File: src/rtl/serial_fetch_ctrl.sv
// serial_fetch_ctrl: byte-serial instruction fetch sequencer.
// Sends a 16-bit PC low byte first, then receives 2 or 4 instruction bytes.
// The number of bytes depends on the opcode in byte 0.
// Each received byte is forwarded to the shift register as a one-cycle
// data_ready strobe with serial_in.
// Optional feature macro: FETCH_TIMEOUT_EN adds a stall counter that aborts
// a fetch after TIMEOUT_CYCLES cycles with no handshake progress.
//
// Handshake semantics: a byte moves on the clock edge where valid and ready
// are both high. A producer raises valid without waiting for ready. It then
// holds valid and the data stable until that edge. Ready may be high while
// valid is low.
module serial_fetch_ctrl #(
   parameter logic [7:0] LONG_OPC_MASK  = 8'h12
`ifdef FETCH_TIMEOUT_EN
   ,
   parameter int         TIMEOUT_CYCLES = 255
`endif
) (
   input  logic        clk,
   input  logic        rst,
   input  logic        fetch_req,
   input  logic [15:0] pc,
   input  logic        flush,
   output logic [7:0]  out_byte,
   output logic        out_valid,
   input  logic        out_ready,
   input  logic [7:0]  in_byte,
   input  logic        in_valid,
   output logic        in_ready,
   output logic [7:0]  serial_in,
   output logic        data_ready,
   output logic        busy,
   output logic        fetch_done,
   output logic [2:0]  instr_len,
   output logic        timeout,
   output logic [2:0]  state_dbg
);

   typedef enum logic [2:0] {
      S_IDLE    = 3'd0,
      S_SEND_LO = 3'd1,
      S_SEND_HI = 3'd2,
      S_RECV    = 3'd3,
      S_DONE    = 3'd4
   } state_t;

   state_t      state, state_next;
   logic [15:0] pc_q;
   logic [2:0]  count;
   logic        out_xfer, in_xfer, abort, timeout_hit, last_byte, accept;
   logic [2:0]  byte0_len, len_eff;

   assign out_xfer  = ((state == S_SEND_LO) || (state == S_SEND_HI)) && out_ready;
   assign in_xfer   = (state == S_RECV) && in_valid;
   assign abort     = flush || timeout_hit;
   assign accept    = (state == S_IDLE) && fetch_req && !abort;
   // Byte 0 decides the length, so the final-byte test uses the fresh decode
   // on that transfer and the registered length afterwards.
   assign byte0_len = LONG_OPC_MASK[in_byte[2:0]] ? 3'd4 : 3'd2;
   assign len_eff   = (count == 3'd0) ? byte0_len : instr_len;
   assign last_byte = in_xfer && ((count + 3'd1) == len_eff);

   assign busy       = (state != S_IDLE);
   assign fetch_done = (state == S_DONE);
   assign state_dbg  = state;

`ifdef FETCH_TIMEOUT_EN
   logic [15:0] stall_cnt;
   logic        active;

   assign active      = (state == S_SEND_LO) || (state == S_SEND_HI) || (state == S_RECV);
   assign timeout_hit = active && !out_xfer && !in_xfer && (stall_cnt == 16'(TIMEOUT_CYCLES));
   assign timeout     = timeout_hit && !flush;

   // Stall counter: counts cycles without progress in an active state.
   always_ff @(posedge clk) begin
      if (rst || !active || out_xfer || in_xfer || (state_next != state))
         stall_cnt <= 16'd0;
      else
         stall_cnt <= stall_cnt + 16'd1;
   end
`else
   assign timeout_hit = 1'b0;
   assign timeout     = 1'b0;
`endif

   // State register.
   always_ff @(posedge clk) begin
      if (rst) state <= S_IDLE;
      else     state <= state_next;
   end

   // Next-state and bus-side outputs. An abort overrides any handshake progress.
   always_comb begin
      state_next = state;
      out_valid  = 1'b0;
      out_byte   = 8'h00;
      in_ready   = 1'b0;
      case (state)
         S_IDLE: begin
            if (fetch_req) state_next = S_SEND_LO;
         end
         S_SEND_LO: begin
            out_valid = 1'b1;
            out_byte  = pc_q[7:0];
            if (out_xfer) state_next = S_SEND_HI;
         end
         S_SEND_HI: begin
            out_valid = 1'b1;
            out_byte  = pc_q[15:8];
            if (out_xfer) state_next = S_RECV;
         end
         S_RECV: begin
            in_ready = 1'b1;
            if (last_byte) state_next = S_DONE;
         end
         S_DONE: begin
            state_next = S_IDLE;
         end
         default: state_next = S_IDLE;
      endcase
      if (abort) state_next = S_IDLE;
   end

   // Datapath: PC latch, byte count, length and the shift-register strobe.
   always_ff @(posedge clk) begin
      if (rst) begin
         pc_q       <= 16'h0000;
         count      <= 3'd0;
         instr_len  <= 3'd0;
         serial_in  <= 8'h00;
         data_ready <= 1'b0;
      end else begin
         data_ready <= in_xfer && !abort;
         if (accept) begin
            pc_q      <= pc;
            instr_len <= 3'd0;
         end
         if (abort || (state != S_RECV))
            count <= 3'd0;
         else if (in_xfer)
            count <= count + 3'd1;
         if (in_xfer && !abort) begin
            serial_in <= in_byte;
            if (count == 3'd0) instr_len <= byte0_len;
         end
      end
   end

endmodule

File: config.mk
export PLATFORM = sky130hd
export DESIGN_NAME = serial_fetch_ctrl
export DESIGN_NICKNAME = d
export VERILOG_FILES = /design/src/rtl/serial_fetch_ctrl.sv
export SDC_FILE = /design/constraint.sdc
export NUM_CORES = 1
export LEC_CHECK = 0
export CAP_MARGIN = 15
export CORE_MARGIN = 4
export CORE_UTILIZATION = 47
export CTS_CLUSTER_DIAMETER = 150
export DETAILED_ROUTE_END_ITERATION = 12
export PLACE_DENSITY = 0.89
export SLEW_MARGIN = 30
export SYNTH_ARGS = -nofsm -noshare
export SYNTH_HDL_FRONTEND = slang
export SYNTH_SLANG_ARGS = --single-unit
File: constraint.sdc
create_clock -name clk -period 4.5 [get_ports clk]
set_input_delay 1.35 -clock clk [delete_from_list [all_inputs] [get_ports clk]]
set_output_delay 1.35 -clock clk [all_outputs]
set_load 0.005 [all_outputs]
==> results of run 1 <==
metal layers:
layer,global-route usage,vias up
met4,0.0777,0
met2,0.297,49
met1,0.217,680
li1,-,746
met5,0,-
met3,0.0731,5
where the power goes:
group | internal (mW) | switching [mW]
sequential | 0.308 | 0.00483
clock | 0.129 | 0.0990
combinational | 0.0385 | 0.0290
cells in the final DEF (no fill, tap or decap), drive strengths merged, types with 2 or more instances in the layout:
master and instances:
nor2 30, or2b 2, clkbuf 6, clkdlybuf4s50 56, xnor2 4, nand3 3, inv 3, dfxtp 34
nor4b 2, a31oi 2, a21oi 18, mux2i 10, nor2b 3, ha 2, or3 3, or3b 2
a22oi 8, nor3 3, nand2 35
worst max-delay path: stages, from the launching register on:
cell                              delay, ns
sky130_fd_sc_hd__dfxtp_1               0.49
sky130_fd_sc_hd__nor2b_1               0.63
sky130_fd_sc_hd__a22oi_1               0.14
sky130_fd_sc_hd__nor2_1                0.15
sky130_fd_sc_hd__clkdlybuf4s50_1       0.54
through the flow:
step,setup slack [ns],util
floorplan,1.92,-
global placement,1.29,0.686
detailed placement,1.26,0.686
CTS,0.868,0.712
global route,0.739,0.712
finish,0.866,0.712
worst paths after layout:
path                              startpoint            to  cells after the start
worst max register to register      count[0]  state_dbg[2]                      7
worst min register to register       pc_q[4]       pc_q[4]                      2
worst min-delay path                 pc_q[4]       pc_q[4]                      2
worst max-delay path            state_dbg[0]   out_byte[0]                      4
cells by family after synthesis:
| logic type | Yosys count |
|---|---|
| other | 1 |
| flip-flops | 34 |
| XOR/XNOR | 5 |
| AND/OR/NAND/NOR | 90 |
| buffers and inverters | 16 |
| multiplexers | 10 |
| AO/OA/AOI/OAI | 33 |
| adder cells (fa/ha/maj) | 2 |
state kept, by name, summed over array words and instances (netlist names):
name / cells
state_dbg: 3
serial_in: 8
pc_q: 16
data_ready: 1
count: 3
instr_len: 3
Yosys cell counts (all sizes together) (3+ instances only):
cell type  count
a21oi         18
a22oi          8
buf            3
clkbuf        10
dfxtp         34
inv            3
mux2i         10
nand2         35
nand3          3
nor2          30
nor2b          3
nor3           3
or3            3
xnor2          4
final cells by class:
type                       count  area, sq um
fill                         249          902
multi-input combinational    141          830
sequential                    34          681
timing repair buffer          57          568
tap                           44         55.1
clock buffer                   6         51.3
clock inverter                 1         30.0
inverter                       3         11.3
==> metrics.txt, run 1 <==
placed cell areas 2140 sq um; Routed met3 length 355 um; final RePlAce weighted congestion approximately 0.79; number of global-route vias before repair 1347; number of hold buffers added after cts 0; crit path kind register to output pin; floorplan die width 65.9 um; hold slack final 0.461 ns; largest area contributor in the synthesized netlist sky130_fd_sc_hd__dfxtp_1; maximum vdd drop 0.172 mV; status completed; Cell Pwr Density 273 nW/um^2; Final Hold Vio Count 0; area share of the leading cell type in the synthesized netlist 0.432; Final #Nets 274; share of synthesized area spent on multiplexers 0.0635; flop and latch count out of synthesis 34; finished layout cell area 2230 sq um; critical path fanouts, max 10; adder-cell area share of the yosys netlist 0.0159; number of unique standard cell types used by synthesis 37; Post-Synthesis Cell Area 1580 sq um; Final Max Tran Viols 0; input/output buffers 56; count of antenna diodes in the layout 0; compound-gate portion of the synthesized area 0.144; clock sink count 34; uppermost metal layer occupied by signal nets met4; initial antenna violation count 0; count of placed standard cells including taps 279; leakage power of the design around 0.88 nW; mean number of vias per cell approximately 5.2; CTS tree yes; number of enable flip-flop cells after synthesis 0; total of warnings raised by yosys 0; Longest Clk Path Bufs 2; count of non-filler cells in the finished layout 286; ratio of cells with drive above 1 in the final layout 0.0620; final setup skew 0.00609 ns; maximum clock frequency between 200 and 300 MHz; power after layout 0.609 mW; async set-or-reset flop fraction in the synthesized netlist 0; register area share after synthesis 0.432; clock root cell sky130_fd_sc_hd__clkbuf_4; minimum clock period 3.63 ns; Cells after Synth 191; Initial DRC Count 104; final critical-path share of the clock period 0.807; number of detailed-routing iterations run before antenna repair 4; CTS H-tree depth 2; Resized cells post-CTS 0; sort of element at the end of the critical path output pin; crit path DAT 2.28 ns; setup fix buffers added after clock tree synthesis 0; clock transition at the registers of the reported paths 0.10 ns; amount of wire on met2 after detailed routing 1.74 mm; startpoint class of the critical path register; total routed wirelength roughly 3.7 mm; cells taking the most area after synthesis sky130_fd_sc_hd__dfxtp_1, sky130_fd_sc_hd__nand2_1, sky130_fd_sc_hd__nor2_1; site row count 20; Max transition margin 0.524; most instantiated flip-flop cell in the synthesis netlist sky130_fd_sc_hd__dfxtp_1; die span in y approximately 66 um; total global routing track utilization 0.185; Routed Antenna Nets 0; final HPWL from detailed placement 2.66 mm; Required @ worst endpoint 3.15 ns; path type of the worst min-delay path register to register; WL met1 1.58 mm; Least-Margin Pin Slew 0.712 ns; max-cap violation count 0; drt drc 0; syn_nets 223; starting density of the core 0.504; first-pass GRT wire length 6.12 mm; synth-to-layout area growth 41.2%; overflow left after global routing 0; num ports 58; simple-gate share of the synthesized area 0.272; xor and xnor area share after synthesis 0.0278; combinational family with the most area after synthesis simple AND/OR/NAND/NOR gates; clock latency of the later-clocked register in the worst-skew pair 0.34 ns; Floorplan Core Area approximately 3100 sq um; pin count of the biggest net entering global routing 29; full die area 4340 sq um; sum of negative setup slack 0 ns; average size of a mapped cell a little over 8 sq um; setup repair after global routing missed its margin no; per-cell routed wire length ~13 um; total vias in the final route roughly 1500; TritonCTS Buffers 5; setup-violating endpoint count in the final report 0; register-to-register path setup slack 2.44 ns
Power figures use the tool's default switching activity.
==> run 2, diff against run 1 <==
CORE_UTILIZATION = 44   (was 47)
PLACE_DENSITY = 0.84   (was 0.89)
clock period = 3.4 ns   (was 4.5 ns; I/O delays follow)
==> run 2 against run 1 <==
Sequential power up 32%. Hold slack lost 0.0017 ns. Clock power shrank 10%. Count of clock-buffer cells in the layout down 1. Clock skew rose by 0.0012 ns. Total power is 17% higher. Via count shrank 0.95%. Sequential cell count stayed put. Die area up 6.0%. Combinational power up 34%. Largest cell class unchanged. Largest power group unchanged. Highest routed layer unchanged.
==> metrics.txt, run 2 (synthesis gave the netlist of run 1 again) <==
final critical-path share of the clock period 0.905; RR Startpoint count[0]; CTS tree yes; Resized cells post-CTS 0; site row count 21; initial antenna violation count 0; Final Hold Vio Count 0; commonest cells after routing, fill and taps aside sky130_fd_sc_hd__clkdlybuf4s50_1, sky130_fd_sc_hd__nand2_1, sky130_fd_sc_hd__dfxtp_1; die span in y 67.9 um; total global routing track utilization 0.175; number of hold buffers added after cts 0; setup fix buffers added after clock tree synthesis 0; crit path DAT 2.06 ns; Floorplan Core Area 3390 sq um; number of cells traversed by the worst hold path 2; WL met1 roughly 1.4 mm; setup repair after global routing missed its margin no; crit path buf inv count 2; crit path kind register to output pin; sort of element at the end of the critical path output pin; worst reg2reg path endpoint state_dbg[2]; mean number of vias per cell around 5.0; Required @ worst endpoint 2.38 ns; register-to-register path setup slack 1.36 ns; count of antenna diodes in the layout 0; number of detailed-routing iterations run before antenna repair 4; final setup slack of the worst path 0.322 ns; Initial DRC Count 97; max-cap violation count 0; Max transition margin 0.623; input/output buffers 56; synth-to-layout area growth 40.6%; floorplan die width 67.9 um; CTS H-tree depth 2; uppermost metal layer occupied by signal nets met4; per-cell routed wire length 12.3 um; setup-violating endpoint count in the final report 0; starting density of the core 0.465; amount of wire on met2 after detailed routing 1.75 mm; total vias in the final route around 1500; cell with the biggest individual delay on the critical path sky130_fd_sc_hd__clkdlybuf4s50_1; max reg flops 16; ratio of cells with drive above 1 in the final layout 0.0735; final RePlAce weighted congestion 0.828; fill cell instance count of the final layout 297; first-pass GRT wire length 6.07 mm; minimum clock period 3.08 ns; clock transition at the registers of the reported paths 0.10 ns; largest registers pc_q (16), serial_in (8); pin count of the biggest net entering global routing 28; hold wc startpoint pc_q[6]; Routed Antenna Nets 0; TritonCTS Buffers 5; clock root cell sky130_fd_sc_hd__clkbuf_4; Least-Margin Pin Slew 0.565 ns; clock sink count 34; full die area around 4600 sq um; number of global-route vias before repair 1409; Cell Pwr Density 320 nW/um^2; cell breakdown of the critical path nor2b_1 > buf_4 > a22oi_1 > nor2_1 > clkdlybuf4s50_1; top register by number of flip-flops pc_q; Longest Clk Path Bufs 2; number of gates on the worst path with buffers counted 5; Final Max Tran Viols 0; final HPWL from detailed placement 2.64 mm; peak per-stage delay on the critical path 0.52 ns; leakage power of the design between 0.8 and 0.9 nW; clock latency of the later-clocked register in the worst-skew pair 0.33 ns; maximum vdd drop 0.179 mV; num ports between 50 and 60; drt drc 0; total routed wirelength 3.57 mm; endpoint of the worst hold path pc_q[6]; Routed met3 length roughly 330 um; Final #Nets 277; family with the most delay on the worst path buffers and inverters; status completed; maximum clock frequency 325 MHz; sum of negative setup slack 0 ns; Worst Reg-to-Reg Cells 7; setup slack after placement between 0.5 and 0.6 ns; critical path fanouts, max 10; most common cell after layout, fill and taps aside sky130_fd_sc_hd__clkdlybuf4s50_1; startpoint class of the critical path register; overflow left after global routing 0; path type of the worst min-delay path register to register; final setup skew between 0.007 and 0.008 ns
-- run 2: changes by cell type in the layout (fill, tap and decap cells not counted) --
cell / delta
sky130_fd_sc_hd__clkinv_2: +2
sky130_fd_sc_hd__clkbuf_8: -1
sky130_fd_sc_hd__bufinv_16: -1
sky130_fd_sc_hd__buf_4: +3
-- run 2: power by group --
part	leakage (nW)	internal, mW	switching, mW
Clock	0.0308	0.0742	0.131
Combinational	0.574	0.0527	0.0376
Sequential	0.276	0.408	0.00607
Total	0.880	0.535	0.174
-- run 2: through the flow --
step,util,hold slack [ns],area [sq um],cells,total power [mW]
after floorplan,-,0.436,1580,191,0.462
after global placement,0.640,0.441,2170,284,0.512
after detailed placement,0.640,0.447,2170,284,0.514
after CTS,0.654,0.461,2220,291,0.716
after global routing,0.654,0.489,2220,291,0.745
final,0.654,0.459,2220,291,0.709
-- run 2: area by class of cell --
| type | instances | area, sq um | share of cell area |
|---|---|---|---|
| inverter | 3 | 11.3 | 0.00508 |
| clock buffer | 5 | 37.5 | 0.0169 |
| timing repair buffer | 60 | 591 | 0.266 |
| clock inverter | 2 | 10.0 | 0.00451 |
| sequential | 34 | 681 | 0.307 |
| multi-input combinational | 141 | 830 | 0.374 |
| tap | 46 | 57.6 | 0.0260 |
-- run 2: worst max-delay path by stage --
stage                    to    startpoint  slack (ns)
5_1_grt         out_byte[0]  state_dbg[0]        0.12
2_1_floorplan   out_byte[0]  state_dbg[1]        1.15
4_1_cts         out_byte[6]  state_dbg[0]        0.28
3_3_place_gp   state_dbg[2]    in_byte[0]        0.61
3_5_place_dp   state_dbg[2]    in_byte[0]        0.58
6_report        out_byte[6]  state_dbg[0]        0.32
-- run 2: worst min-delay path: stages, from the launching register on --
cell and delay (ns):
sky130_fd_sc_hd__dfxtp_1 0.32, sky130_fd_sc_hd__nand2_1 0.05, sky130_fd_sc_hd__a21oi_1 0.05
-- run 2: layer usage --
layer	vias to the layer above	GRT usage
li1	753	-
met1	661	0.200
met2	45	0.294
met3	7	0.0837
met4	0	0.0471
met5	-	0
